**config.mk**
```make
export PLATFORM = sky130hd
export DESIGN_NAME = i2c_bus_scheduler
export DESIGN_NICKNAME = d
export VERILOG_FILES = /design/src/rtl/i2c_pkg.sv /design/src/rtl/i2c_rr_pick.sv /design/src/rtl/i2c_bus_scheduler.sv
export SDC_FILE = /design/constraint.sdc
export NUM_CORES = 1
export LEC_CHECK = 0
export CAP_MARGIN = 10
export CORE_ASPECT_RATIO = 0.7
export CORE_MARGIN = 10
export CORE_UTILIZATION = 52
export CTS_CLUSTER_SIZE = 24
export DETAILED_ROUTE_END_ITERATION = 16
export PLACE_DENSITY = 0.87
export SYNTH_ARGS = -nofsm -noshare
export SYNTH_HDL_FRONTEND = slang
export SYNTH_HIERARCHICAL = 1
export SYNTH_SLANG_ARGS = --single-unit
export TNS_END_PERCENT = 1
```
**constraint.sdc**
```tcl
create_clock -name clk -period 5.7 [get_ports clk]
set_input_delay 1.425 -clock clk [delete_from_list [all_inputs] [get_ports clk]]
set_output_delay 1.425 -clock clk [all_outputs]
set_load 0.01 [all_outputs]
```
**src/rtl/i2c_pkg.sv**
```systemverilog
// Shared I2C constants, scheduler state encoding and width helpers used by the
// bus scheduler, the byte master and the display driver.
package i2c_pkg;

  localparam int NREQ_DEF    = 3;
  localparam int MAXB_DEF    = 4;
  localparam int TIMEOUT_DEF = 1023;

  typedef enum logic [2:0] {
    ST_IDLE,
    ST_GRANT,
    ST_ISSUE,
    ST_WAIT,
    ST_FINISH
  } sched_state_e;

  // Width able to hold a byte count of 0..maxb.
  function automatic int len_w(input int maxb);
    return $clog2(maxb + 1);
  endfunction

endpackage

```
**src/rtl/i2c_rr_pick.sv**
```systemverilog
// Combinational round-robin picker: the first requester at or after ptr_i wins.
// Holds no state; the pointer lives in the scheduler.
module i2c_rr_pick
  import i2c_pkg::*;
#(
  parameter int NREQ  = NREQ_DEF,
  parameter int PTR_W = $clog2(NREQ_DEF)
) (
  input  logic [NREQ-1:0]  req_i,
  input  logic [PTR_W-1:0] ptr_i,
  output logic [NREQ-1:0]  win_o,
  output logic             any_o
);

  logic [PTR_W-1:0] cand;

  // Walk from the farthest offset back to ptr_i so the closest hit is written last.
  always_comb begin
    win_o = '0;
    cand  = '0;
    for (int off = NREQ - 1; off >= 0; off--) begin
      cand = PTR_W'((int'(ptr_i) + off) % NREQ);
      if (req_i[cand]) begin
        win_o       = '0;
        win_o[cand] = 1'b1;
      end
    end
  end

  assign any_o = |req_i;

endmodule

```
**src/rtl/i2c_bus_scheduler.sv**
```systemverilog
// Round-robin owner of the shared I2C byte master: latches one requester's frame,
// feeds it byte by byte with a per-byte timeout, then pulses done/err.
module i2c_bus_scheduler
  import i2c_pkg::*;
#(
  parameter int NREQ    = NREQ_DEF,
  parameter int MAXB    = MAXB_DEF,
  parameter int TIMEOUT = TIMEOUT_DEF,
  parameter int LEN_W   = len_w(MAXB)
) (
  input  logic                   clk,
  input  logic                   rst_n,
  input  logic [NREQ-1:0]        req_i,
  input  logic [NREQ*LEN_W-1:0]  req_len_i,
  input  logic [NREQ*MAXB*8-1:0] req_data_i,
  output logic [NREQ-1:0]        gnt_o,
  output logic [NREQ-1:0]        done_o,
  output logic                   err_o,
  output logic                   busy_o,
  output logic                   m_start_o,
  output logic [7:0]             m_data_o,
  input  logic                   m_done_i
);

  localparam int PTR_W = $clog2(NREQ);
  localparam int CNT_W = $clog2(TIMEOUT + 1);

  sched_state_e      state_q;
  logic [PTR_W-1:0]  ptr_q;
  logic [PTR_W-1:0]  win_idx_q;
  logic [LEN_W-1:0]  len_q;
  logic [LEN_W-1:0]  idx_q;
  logic [MAXB*8-1:0] data_q;
  logic [CNT_W-1:0]  cnt_q;
  logic [NREQ-1:0]   gnt_q;
  logic [NREQ-1:0]   done_q;
  logic              err_q;
  logic              busy_q;
  logic              m_start_q;
  logic [7:0]        m_data_q;

  logic [NREQ-1:0]   win;
  logic              any_req;
  logic [PTR_W-1:0]  win_idx;
  logic [LEN_W-1:0]  idx_d;
  logic [CNT_W-1:0]  cnt_d;
  logic              len_bad;
  logic              last_byte;
  logic              timed_out;

  i2c_rr_pick #(
    .NREQ  (NREQ),
    .PTR_W (PTR_W)
  ) u_pick (
    .req_i (req_i),
    .ptr_i (ptr_q),
    .win_o (win),
    .any_o (any_req)
  );

  always_comb begin
    win_idx = '0;
    for (int i = 0; i < NREQ; i++) begin
      if (win[i]) win_idx = PTR_W'(i);
    end
  end

  assign idx_d     = (idx_q < LEN_W'(MAXB - 1)) ? idx_q + LEN_W'(1) : idx_q;
  assign cnt_d     = (cnt_q == '1) ? cnt_q : cnt_q + CNT_W'(1);
  assign len_bad   = (len_q == '0) || (len_q > LEN_W'(MAXB));
  assign last_byte = ((idx_q + LEN_W'(1)) == len_q);
  // cnt_q counts completed WAIT cycles, so this is the TIMEOUT-th cycle without m_done.
  assign timed_out = (cnt_q == CNT_W'(TIMEOUT - 1));

  always_ff @(posedge clk or negedge rst_n) begin
    if (!rst_n) begin
      state_q   <= ST_IDLE;
      ptr_q     <= '0;
      win_idx_q <= '0;
      len_q     <= '0;
      idx_q     <= '0;
      data_q    <= '0;
      cnt_q     <= '0;
      gnt_q     <= '0;
      done_q    <= '0;
      err_q     <= 1'b0;
      busy_q    <= 1'b0;
      m_start_q <= 1'b0;
      m_data_q  <= 8'h00;
    end else begin
      case (state_q)
        ST_IDLE: begin
          if (any_req) begin
            // Frame is captured here once; later changes on the request lines are ignored.
            gnt_q     <= win;
            win_idx_q <= win_idx;
            busy_q    <= 1'b1;
            len_q     <= req_len_i[int'(win_idx)*LEN_W +: LEN_W];
            data_q    <= req_data_i[int'(win_idx)*MAXB*8 +: MAXB*8];
            idx_q     <= '0;
            state_q   <= ST_GRANT;
          end
        end
        ST_GRANT: begin
          ptr_q <= (win_idx_q == PTR_W'(NREQ - 1)) ? '0 : win_idx_q + PTR_W'(1);
          if (len_bad) begin
            gnt_q   <= '0;
            done_q  <= gnt_q;
            err_q   <= 1'b1;
            state_q <= ST_FINISH;
          end else begin
            m_start_q <= 1'b1;
            m_data_q  <= data_q[int'(idx_q)*8 +: 8];
            state_q   <= ST_ISSUE;
          end
        end
        ST_ISSUE: begin
          m_start_q <= 1'b0;
          cnt_q     <= '0;
          state_q   <= ST_WAIT;
        end
        ST_WAIT: begin
          if (m_done_i) begin
            idx_q <= idx_d;
            if (last_byte) begin
              gnt_q   <= '0;
              done_q  <= gnt_q;
              state_q <= ST_FINISH;
            end else begin
              m_start_q <= 1'b1;
              m_data_q  <= data_q[int'(idx_d)*8 +: 8];
              state_q   <= ST_ISSUE;
            end
          end else if (timed_out) begin
            gnt_q   <= '0;
            done_q  <= gnt_q;
            err_q   <= 1'b1;
            state_q <= ST_FINISH;
          end else begin
            cnt_q <= cnt_d;
          end
        end
        ST_FINISH: begin
          done_q  <= '0;
          err_q   <= 1'b0;
          busy_q  <= 1'b0;
          state_q <= ST_IDLE;
        end
        default: state_q <= ST_IDLE;
      endcase
    end
  end

  assign gnt_o     = gnt_q;
  assign done_o    = done_q;
  assign err_o     = err_q;
  assign busy_o    = busy_q;
  assign m_start_o = m_start_q;
  assign m_data_o  = m_data_q;

endmodule
```
-- Word level (Yosys, flattened, before mapping)
Index checks and enable logic that the tools add are counted.
- flip-flop bits (word level): 72
- logic and storage cells: 134
- add/subtract/negate cells: 5
- multiply operators: 1
- div/mod/pow operators: 3
- $lt $le $gt $ge: 8
- equality and inequality tests: 19
- shifts and indexed selects: 4
- mux-type cells: 57
- reductions and logical operators: 24
- operator list (operator ; number):
    indexed part select 96 x 8 -> 32 bit ; 1
    remainder unit 32 x 3 -> 32 bit (second input constant) ; 2
    indexed part select 32 x 7 -> 8 bit ; 2
    2-to-1 mux 3 bit ; 20
    remainder unit 3 x 3 -> 32 bit (second input constant) ; 1
    2-to-1 mux 10 bit ; 3
    2-to-1 mux 8 bit ; 3
    equality test 10 bit (second input constant) ; 2
    case mux 10 bit (2 select lines) ; 1
    AND reduction 4 bit ; 5
    inequality test 2 bit (second input constant) ; 9
    case mux 3 bit (3 select lines) ; 2
    case mux 8 bit (2 select lines) ; 1
    2-to-1 mux 1 bit ; 14
    case mux 3 bit (4 select lines) ; 1
    adder 10 x 1 -> 10 bit (second input constant) ; 1
    < comparator 2 x 3 -> 1 bit (second input constant) ; 3
    nonzero test 3 bit ; 3
    indexed part select 9 x 5 -> 3 bit ; 1
    nonzero test 2 bit ; 4
    binary-select mux 1 bit (select 2 bit) ; 3
    demux 1 bit (select 2 bit) ; 3
    equality test 3 x 2 -> 1 bit (second input constant) ; 2
    greater-or-equal comparator 2 x 1 -> 1 bit (second input constant) ; 3
    23 further kinds ; 31

-- Longest topological paths before layout
Gate-level depths: netlist (run 1).
- depth in word-level cells: 13
- depth in mapped cells: 13
- mapped depth without buffers: 10

-- By module
The synthesis (run 1) kept the hierarchy.
- by module, submodules not included (module ; instances ; cells an instance ; area each (um^2) ; seq. area each (um^2)):
    i2c_bus_scheduler ; 1 ; 428 ; 4052.6 ; 1801.7
    i2c_rr_pick ; 1 ; 35 ; 246.5 ; 0.0

-- Least setup slack after synthesis (run 1)
Ideal clock, no wire load.
- path kind: input to register
- start point: input req_i[1]
- end point: register data_q[13]
- library setup time: 136 ps
- arrival time: 3003 ps
- required time: 5564 ps
- slack: 2561 ps
- stages: 10
- path through: mux2i_1 -> o22a_2 -> nor2_1 -> a31oi_1 -> buf_2 -> buf_1 -> mux2i_1 -> nor2_1 -> a21oi_1 -> o21ai_0
- word-level cells in the longest chain between the ends: 8
- ends and longest elaborated chain (item ; line ; text):
    start, declared ; i2c_bus_scheduler.sv:13 ; input logic [NREQ-1:0] req_i,
    binary-select mux 1 bit (select 2 bit) ; i2c_rr_pick.sv:23 ; if (req_i[cand]) begin
    2-to-1 mux 1 bit (implied by the code) ; i2c_rr_pick.sv:23 ;
    2-to-1 mux 3 bit (2 in series) ; i2c_rr_pick.sv:23 ;
    2-to-1 mux 3 bit (*) ; i2c_rr_pick.sv:23 ;
    named net win[1] ; i2c_bus_scheduler.sv:42 ; logic [NREQ-1:0] win;
    2-to-1 mux 1 bit (*) ; i2c_bus_scheduler.sv:64 ; if (win[i]) win_idx = PTR_W'(i);
    2-to-1 mux 2 bit (*) ; i2c_bus_scheduler.sv:64 ;
    indexed part select 96 x 8 -> 32 bit (*) ; i2c_bus_scheduler.sv:99 ; data_q <= req_data_i[int'(win_idx)*MAXB*8 +: MAXB*8];
    end signal, assigned ; i2c_bus_scheduler.sv:99 ;
    end, declared ; i2c_bus_scheduler.sv:33 ; logic [MAXB*8-1:0] data_q;
Mark *: on every way through the listed nets, which the timed path passes. The rest lies on a longest branch. The select of a mux whose other input is x is not followed.
A chain may end at the register's enable or synchronous reset.

-- Final worst setup path (run 1)
- start point: input req_i[2]
- end point: register data_q[9]
The elaborated chain is that of the path after synthesis.

==> impl_metrics.csv, run 1 <==
group,metric,value,unit
global_route,antenna_found_initial,0,
logic_synthesis,synth_area,4300,um^2
critical_path,critPathLaunchType,"input port",
timing,worstMarginPinSlew,1130,ps
critical_path,path_cells,"clkdlybuf4s50_1 -> mux2i_1 -> o221ai_1 -> a31oi_4 -> buf_4 -> mux2i_1 -> nor2_1 -> a21oi_1 -> o21ai_0",
critical_path,critPathSlowestCell,"a31oi_4",
logic_synthesis,synth_cell_types,58,
global_route,overflow,0,
pwr,p_per_area,542,nW/um^2
clock_network,htreeDepth,3,
floorplan,die_w,129,um
layout,diodes,0,
logic_synthesis,yosysWarnings,6,
timing,post-route-min-period,4130,ps
place,place_area,5620,um^2
layout,num-fill-cells,534,
clock_network,cts_tree,"built",
logic_synthesis,synth_nets,581,
detailed_routing,wl_met1,5.39,mm
timing,fin_crit_sh,0.724,
layout,area_growth_syn_to_layout,38.2,%
timing,timing.setup.tns,0,ps
worst_hold_path,hold_path_class,"reg -> reg",
layout,layout_common_cells,"126 x clkdlybuf4s50_1, 72 x dfrtp_1, 55 x nand2_1",
clock_network,cts_buffers,9,
place,dp_hpwl,9.69,mm
timing,setup_viol,0,
detailed_routing,drt-total-wl,12.9,mm
pwr,leakage,0.00252,uW
place,io_buffers,127,
place,routabilityCongestion,0.937,
floorplan,coreArea,7940,um^2
timing,finalHoldViolations,0,
timing,skew,4.59,ps
clock_network,clk_path_buf_depth,2,
timing,rsz0062_at_grt,"false",
place,dp_cells,666,
logic_synthesis,synthTopCellsByArea,"dfrtp_1 42%, mux2i_1 8.8%, a21oi_1 5.5%",
clock_network,ctsResizeCount,0,
critical_path,crit_type,"in -> reg",
logic_synthesis,ys_seq_elements,72,
layout,multi_input_area,2360,um^2
detailed_routing,ant_nets,0,
critical_path,cp.required,5840,ps
clock_network,cts_setup_buffers,0,
detailed_routing,met2_length,6.17,mm
layout,fin_cells,682,
logic_synthesis,syn-instance-count,463,
detailed_routing,drt_pass1_iterations,5,
layout,final_core_util,0.749,
logic_synthesis,yosysSeqAreaShare,0.419,
timing,maxSlewViolCount,0,
detailed_routing,drtIter0Drc,298,
outcome,outcome,"completed",
clock_network,hold_buffers,0,
layout,fin_area,5940,um^2
logic_synthesis,syn_avg_cell_area,9.29,um^2
global_route,grt_usage,0.209,
floorplan,row_count,27,
global_route,grt_max_degree,73,
clock_network,clock_sinks,72,
clock_network,clock_latency,340,ps
logic_synthesis,yosys.area.top_type_share,0.419,
clock_network,ctsRootBufferMaster,"clkbuf_16",
detailed_routing,routedWlPerCell,19.0,um
detailed_routing,wl_met3,1.17,mm
timing,max_freq,242,MHz
detailed_routing,drc,0,
timing,slew-limit-headroom,0.248,
critical_path,cp.arrival,4270,ps
job,drv_cap,0,
global_route,grt_pass1_wl,20.8,mm
floorplan,dieArea,12400,um^2
critical_path,endpoint_kind,"flop",
logic_synthesis,async_reset_ff_frac,1.00,
global_route,grt_pass1_vias,3998,
layout,seq_area,1800,um^2
floorplan,start_util,0.542,
critical_path,timing.critical_path.mode_cell,"mux2i_1",
detailed_routing,viasPerCell,5.83,
layout,layout_commonest_cell,"clkdlybuf4s50_1",
logic_synthesis,synth-edff-count,0,
critical_path,max_stage_delay,750,ps
logic_synthesis,synthFlopType,"dfrtp_1",
floorplan,num_io_pins,128,
floorplan,fp.dieH,96.1,um
pwr,ir_worst_vdd,0.301,mV
layout,drive_gt1_frac,0.0723,
clock_network,clk_pin_slew,60,ps
critical_path,cp_max_fo,22,
pwr,total_power,3220,uW
detailed_routing,dr_total_vias,3978,
detailed_routing,top_layer,"met4",
logic_synthesis,synth_top_area_cell,"dfrtp_1",
layout,layout.nets,694,
-- synthesized netlist by cell type, types with 4 or more instances --
| cell | count |
|---|---|
| nand3_1 | 7 |
| buf_1 | 5 |
| mux4_2 | 8 |
| buf_2 | 5 |
| clkbuf_1 | 16 |
| nand4_1 | 5 |
| dfrtp_1 | 72 |
| a22o_1 | 14 |
| a21oi_1 | 47 |
| o21ai_0 | 44 |
| ha_1 | 7 |
| or3_1 | 4 |
| nand2_1 | 55 |
| and2_1 | 5 |
| mux2i_1 | 38 |
| a31oi_1 | 5 |
| xnor2_1 | 6 |
| inv_1 | 10 |
| nor2_1 | 53 |
-- worst max-delay path: cells and delay by family --
family	cells	cell delay (ps)
compound gates	4	1330
buf+inv	2	940
mux	2	490
simple gates	1	70
-- layer usage --
metal  global-route usage  up-vias
li1                     -     1892
met1                0.256     1905
met2                0.341      163
met3               0.0846       18
met4               0.0499        0
met5                    0        -
-- flip-flops by register name, summed over array words and instances, names as in the netlist, 3 cells and up --
name	flops
gnt_o	3
cnt_q	10
data_q	32
done_o	3
state_q	3
len_q	3
idx_q	3
m_data_o	8
-- cell families after synthesis --
group                    count (synthesis)  share of synthesized area
flip-flops                              72                      0.419
AO/OA/AOI/OAI                          135                      0.191
adder cells (fa/ha/maj)                  7                     0.0204
XOR/XNOR                                 8                     0.0195
buffers and inverters                   39                     0.0390
AND/OR/NAND/NOR                        155                      0.175
multiplexers                            47                      0.136
-- worst paths after layout --
kind	startpoint	to	slack, ps	cells past startpoint
setup / recovery	req_i[2]	data_q[9]	1570	9
hold / removal	data_q[30]	data_q[30]	490	2
setup reg to reg	ptr_q[1]	data_q[9]	2350	10
hold reg to reg	data_q[30]	data_q[30]	490	2
max in group asynchronous	rst_n	data_q[28]	3820	2
min in group asynchronous	rst_n	done_o[2]	1310	2
-- layout make-up --
| cell class | count | area share |
|---|---|---|
| inverter | 10 | 0.00632 |
| multi-input combinational | 352 | 0.397 |
| sequential | 72 | 0.303 |
| clock buffer | 10 | 0.0385 |
| timing repair buffer | 131 | 0.218 |
| clock inverter | 6 | 0.0156 |
| tap | 101 | 0.0213 |
-- where the power goes --
part | switching, uW | internal, uW | leakage, uW | total (uW)
sequential | 208 | 725 | 0.000915 | 933
clock | 223 | 385 | 0.000149 | 608
combinational | 917 | 762 | 0.00146 | 1680
total | 1350 | 1870 | 0.00252 | 3220
-- metrics by stage --
step / setup WS [ps] / hold WS, ps
floorplan: 2560 / 433
global placement: 1470 / 449
detailed placement: 1340 / 466
CTS: 1620 / 480
global route: 1390 / 493
finish: 1570 / 489
No activity file was read; power rests on OpenSTA's default activity.
==> run 2: changes to the inputs <==
--- a/config.mk
+++ b/config.mk
@@ -8,10 +8,10 @@
 export CAP_MARGIN = 10
 export CORE_ASPECT_RATIO = 0.7
 export CORE_MARGIN = 10
-export CORE_UTILIZATION = 52
+export CORE_UTILIZATION = 43
 export CTS_CLUSTER_SIZE = 24
 export DETAILED_ROUTE_END_ITERATION = 16
-export PLACE_DENSITY = 0.87
+export PLACE_DENSITY = 0.77
 export SYNTH_ARGS = -nofsm -noshare
 export SYNTH_HDL_FRONTEND = slang
 export SYNTH_HIERARCHICAL = 1
==> constraint.sdc (replaced) <==
create_clock -name clk -period 3.7 [get_ports clk]
set_input_delay 0.925 -clock clk [delete_from_list [all_inputs] [get_ports clk]]
set_output_delay 0.925 -clock clk [all_outputs]
set_load 0.01 [all_outputs]
==> run 2 against run 1 <==
Net effect:
- critical path depth unchanged
- clock power increased by 42%
- cell area rose by 1.3%
- via count shrank 2.7%
- count of clock-buffer cells in the layout is 1 higher
- sequential cell count unchanged
- non-clock buffer count grew 4
- die area grew 17%
- register-to-register slack lost 1200 ps
- highest routed layer unchanged
==> impl_metrics.csv, run 2 (same netlist as run 1, synthesis figures left out) <==
group,metric,value,unit
pwr,switching_power,2040,uW
floorplan,dieArea,14500,um^2
layout,diodes,0,
clock_network,cts_buffers,9,
detailed_routing,drtIter0Drc,326,
place,dp_cells,697,
global_route,grt_pass1_wl,20.8,mm
pwr,leakage,0.00255,uW
detailed_routing,drt-total-wl,12.6,mm
layout,largest_register,"data_q",
timing,rsz0062_at_grt,"false",
place,dp_hpwl,9.81,mm
critical_path,path_depth,9,
job,drv_cap,0,
clock_network,clk_pin_slew,60,ps
floorplan,die_w,140,um
timing,worstMarginPinSlew,582,ps
place,io_buffers,127,
clock_network,htreeDepth,3,
layout,num-fill-cells,787,
layout,multi_input_area,2360,um^2
clock_network,cts_tree,"built",
timing,skew,3.90,ps
global_route,antenna_found_initial,0,
floorplan,coreArea,9720,um^2
detailed_routing,viasPerCell,5.43,
clock_network,cts_setup_buffers,0,
critical_path,max_stage_delay,510,ps
timing,max_freq,350,MHz
floorplan,start_util,0.442,
pwr,ir_worst_vdd,0.477,mV
floorplan,num_io_pins,128,
layout,layout_commonest_cell,"clkdlybuf4s50_1",
pwr,swShare,0.412,
timing,timing.setup.tns,0,ps
clock_network,ctsResizeCount,0,
floorplan,fp.dieH,104,um
clock_network,clock_latency,330,ps
critical_path,path_cells,"clkdlybuf4s50_1 -> mux2i_1 -> o221ai_1 -> a31oi_4 -> buf_12 -> mux2i_1 -> nor2_1 -> a21oi_1 -> o21ai_0",
detailed_routing,routedWlPerCell,17.6,um
global_route,grt_usage,0.174,
global_route,grt_pass1_vias,4022,
layout,layout_common_cells,"126 x clkdlybuf4s50_1, 72 x dfrtp_1, 55 x nand2_1",
clock_network,hold_buffers,0,
layout,drive_gt1_frac,0.0786,
timing,whs,479,ps
global_route,overflow,0,
pwr,pwr-share-seq,0.288,
layout,largest_reg_flops,32,
timing,maxSlewViolCount,0,
worst_hold_path,hold_path_class,"reg -> reg",
critical_path,cp.required,3900,ps
pwr,p_per_area,821,nW/um^2
pwr,pwr-share-comb,0.537,
clock_network,ctsRootBufferMaster,"clkbuf_16",
clock_network,clock_sinks,72,
timing,post-route-min-period,2860,ps
layout,layout.nets,698,
pwr,internal_power,2910,uW
place,pre_cts_slack,544,ps
layout,fin_cells,713,
timing,setup_ws,843,ps
detailed_routing,ant_nets,0,
critical_path,endpoint_kind,"flop",
floorplan,row_count,30,
timing,slew-limit-headroom,0.612,
detailed_routing,drc,0,
critical_path,path_delay_family,"buffers and inverters",
critical_path,critPathSlowestCell,"clkdlybuf4s50_1",
timing,fin_crit_sh,0.772,
detailed_routing,dr_total_vias,3869,
critical_path,r2r_cells,10,
pwr,power_frac_clock,0.174,
layout,seq_area,1800,um^2
detailed_routing,drt_pass1_iterations,5,
critical_path,path_buf_inv,2,
critical_path,crit_type,"in -> reg",
critical_path,critPathLaunchType,"input port",
place,place_area,5720,um^2
timing,finalHoldViolations,0,
outcome,outcome,"completed",
layout,fin_area,6020,um^2
clock_network,clk_path_buf_depth,2,
worst_hold_path,min_path_cells,2,
timing,setup_viol,0,
layout,area_growth_syn_to_layout,40.1,%
critical_path,timing.critical_path.mode_cell,"mux2i_1",
place,routabilityCongestion,0.895,
critical_path,cp.arrival,3060,ps
critical_path,cp_max_fo,37,
global_route,grt_max_degree,72,
==> run 2: tightest hold or removal path: stages, from the launching register on <==
cell,delay [ps]
dfrtp_1,330
nand2_1,50
o21ai_0,60
==> run 2: layer usage <==
metal | GRT usage | part of all wire | vias up
li1 | - | - | 1911
met1 | 0.231 | 0.46 | 1776
met2 | 0.262 | 0.44 | 173
met3 | 0.0634 | 0.083 | 9
met4 | 0.0416 | 0.011 | 0
met5 | 0 | 0 | -
==> run 2: final cells by class <==
| cell class | instances | share of cell area |
|---|---|---|
| inverters | 10 | 0.00623 |
| repair buffers | 135 | 0.226 |
| well taps | 128 | 0.0266 |
| clock inverters | 5 | 0.00935 |
| clock buffers | 11 | 0.0403 |
| flip-flops and latches | 72 | 0.299 |
| multi-input cells | 352 | 0.392 |
==> run 2: final timing paths <==
kind,slack [ps],from,end
setup / recovery,840,req_i[2],data_q[13]
hold / removal,480,data_q[23],data_q[23]
setup reg to reg,1130,ptr_q[1],data_q[13]
hold reg to reg,480,data_q[23],data_q[23]
max in group asynchronous,2370,rst_n,cnt_q[2]
min in group asynchronous,530,rst_n,data_q[15]
==> run 2: power groups by stage <==
| stage | clock, uW | sequential, uW | combinational (uW) |
|---|---|---|---|
| after CTS | 875 | 1420 | 2660 |
| after global placement | 0 | 1410 | 2560 |
| after global routing | 918 | 1470 | 2940 |
| after detailed placement | 0 | 1420 | 2660 |
| after floorplan | 0 | 1320 | 1880 |
| final | 861 | 1430 | 2660 |
==> run 2: through the flow <==
step	util	power (uW)
finish	0.619	4950
global route	0.619	5330
CTS	0.619	4960
detailed placement	0.589	4080
global placement	0.589	3970
floorplan	-	3210
==> run 3: changes to the inputs <==
==> constraint.sdc (replaced) <==
create_clock -name clk -period 2.4 [get_ports clk]
set_input_delay 0.6 -clock clk [delete_from_list [all_inputs] [get_ports clk]]
set_output_delay 0.6 -clock clk [all_outputs]
set_load 0.01 [all_outputs]
==> run 3 against run 2 <==
Net effect:
- clock skew rose by 1.7 ps
- combinational power rose by 92%
- critical path type is now reg -> reg
- largest cell class unchanged
- worst hold slack got worse by 210 ps
- routed wire length rose by 9.6%
- sequential power rose by 48%
- cell area rose by 7.1%
- critical path depth rose by 3
- clock power rose by 53%
==> impl_metrics.csv, run 3 (same netlist as run 1, synthesis figures left out) <==
group,metric,value,unit
clock_network,ctsRootBufferMaster,"clkbuf_16",
timing,skew,5.63,ps
floorplan,dieArea,14500,um^2
layout,seq_area,1800,um^2
place,dp_cells,717,
clock_network,htreeDepth,3,
timing,setup_viol,0,
critical_path,r2r_cells,12,
critical_path,regToRegSetupSlack,4,ps
layout,diodes,0,
detailed_routing,ant_nets,0,
critical_path,cp.required,2610,ps
detailed_routing,drc,0,
place,routabilityCongestion,0.887,
critical_path,crit_type,"reg -> reg",
critical_path,cp.arrival,2610,ps
detailed_routing,drtIter0Drc,269,
clock_network,clk_path_buf_depth,2,
global_route,grt_pass1_vias,4102,
layout,num-fill-cells,741,
layout,multi_input_area,2470,um^2
layout,largest_reg_flops,32,
layout,fin_cells,739,
clock_network,clock_sinks,72,
pwr,p_per_area,1330,nW/um^2
layout,layout_commonest_cell,"clkdlybuf4s50_1",
global_route,grt_max_degree,73,
timing,max_freq,417,MHz
clock_network,clk_pin_slew,60,ps
place,io_buffers,127,
detailed_routing,drt_pass1_iterations,4,
layout,area_growth_syn_to_layout,50.0,%
pwr,ir_worst_vdd,0.729,mV
global_route,overflow,0,
timing,worstMarginPinSlew,530,ps
timing,whs,269,ps
timing,post-route-min-period,2400,ps
layout,drive_gt1_frac,0.157,
timing,slew-limit-headroom,0.643,
global_route,antenna_found_initial,0,
outcome,outcome,"completed",
detailed_routing,viasPerCell,5.53,
place,place_area,5910,um^2
layout,largest_register,"data_q",
global_route,grt_usage,0.179,
place,dp_hpwl,10.3,mm
job,drv_cap,0,
critical_path,critPathSlowestCell,"dfrtp_2",
critical_path,cp_max_fo,9,
timing,maxSlewViolCount,0,
worst_hold_path,hold_path_class,"in -> async",
layout,layout.nets,724,
critical_path,endpoint_kind,"flop",
layout,fin_area,6450,um^2
detailed_routing,routedWlPerCell,18.7,um
pwr,leakage,0.00274,uW
global_route,grt_pass1_wl,21.4,mm
floorplan,row_count,30,
detailed_routing,drt-total-wl,13.8,mm
critical_path,path_cells,"inv_4 -> ha_4 -> mux2i_1 -> o22a_2 -> nor2_2 -> a31oi_4 -> buf_6 -> clkbuf_16 -> mux2i_1 -> nor2_1 -> a21oi_1 -> o21ai_0",
detailed_routing,dr_total_vias,4086,
timing,rsz0062_at_grt,"true",
critical_path,critPathLaunchType,"flop",
timing,finalHoldViolations,0,
floorplan,coreArea,9720,um^2
timing,fin_crit_sh,0.998,
clock_network,clock_latency,340,ps
critical_path,timing.critical_path.mode_cell,"mux2i_1",
floorplan,num_io_pins,128,
floorplan,fp.dieH,104,um
floorplan,die_w,140,um
floorplan,start_util,0.442,
layout,layout_common_cells,"124 x clkdlybuf4s50_1, 70 x dfrtp_1, 54 x nand2_1",
clock_network,cts_buffers,9,
critical_path,max_stage_delay,460,ps
timing,timing.setup.tns,0,ps
clock_network,cts_tree,"built",
## run 3: layout make-up
class                   count  area share
clock buffers               9      0.0349
clock inverters             7      0.0114
inverters                  10     0.00660
multi-input cells         352       0.384
flip-flops and latches     72       0.280
well taps                 128      0.0248
repair buffers            161       0.259
## run 3: path summary, 6_finish.rpt
path                              endpoint    startpoint
worst max-delay path              len_q[1]      ptr_q[1]
worst min-delay path             done_o[2]         rst_n
worst max register to register    len_q[1]      ptr_q[1]
worst min register to register    ptr_q[0]  win_idx_q[0]
max in group asynchronous       state_q[1]         rst_n
min in group clk                  ptr_q[0]  win_idx_q[0]
## run 3: through the flow
step                      power, uW   util  setup slack, ps
after floorplan                4940      -              104
after global placement         6480  0.608             -227
after detailed placement       6640  0.608             -361
after CTS                      8000  0.639             2.29
after global routing           9150  0.663            -79.6
final                          8560  0.663             4.02
## run 3: worst max-delay path: cells and delay by family, from the launching register on
kind	cells	cell delay [ps]
flops	1	460
mux	2	400
fa+ha+maj	1	140
simple gates	2	140
buf+inv	3	430
compound gates	4	690
## run 3: routing by layer
layer  share of wire  wire, um  track usage
met1            0.44      6030        0.228
met2            0.46      6330        0.277
met3           0.091      1250       0.0716
met4           0.013       184       0.0379
met5               0         0            0
## run 3: where the power goes
part | internal (uW) | switching, uW | leakage [uW]
clock | 734 | 590 | 0.000147
sequential | 1720 | 393 | 0.000913
combinational | 2520 | 2600 | 0.00168
total | 4980 | 3580 | 0.00274
## run 3: what timing repair did
item / CTS / global route
buffers inserted: 0 / 3
pin swaps: 0 / 4
cloned: 0 / 3
hold buffers: 0 / 0
endpoints found under the setup margin: 8 / 36
gates resized for setup: 2 / 41
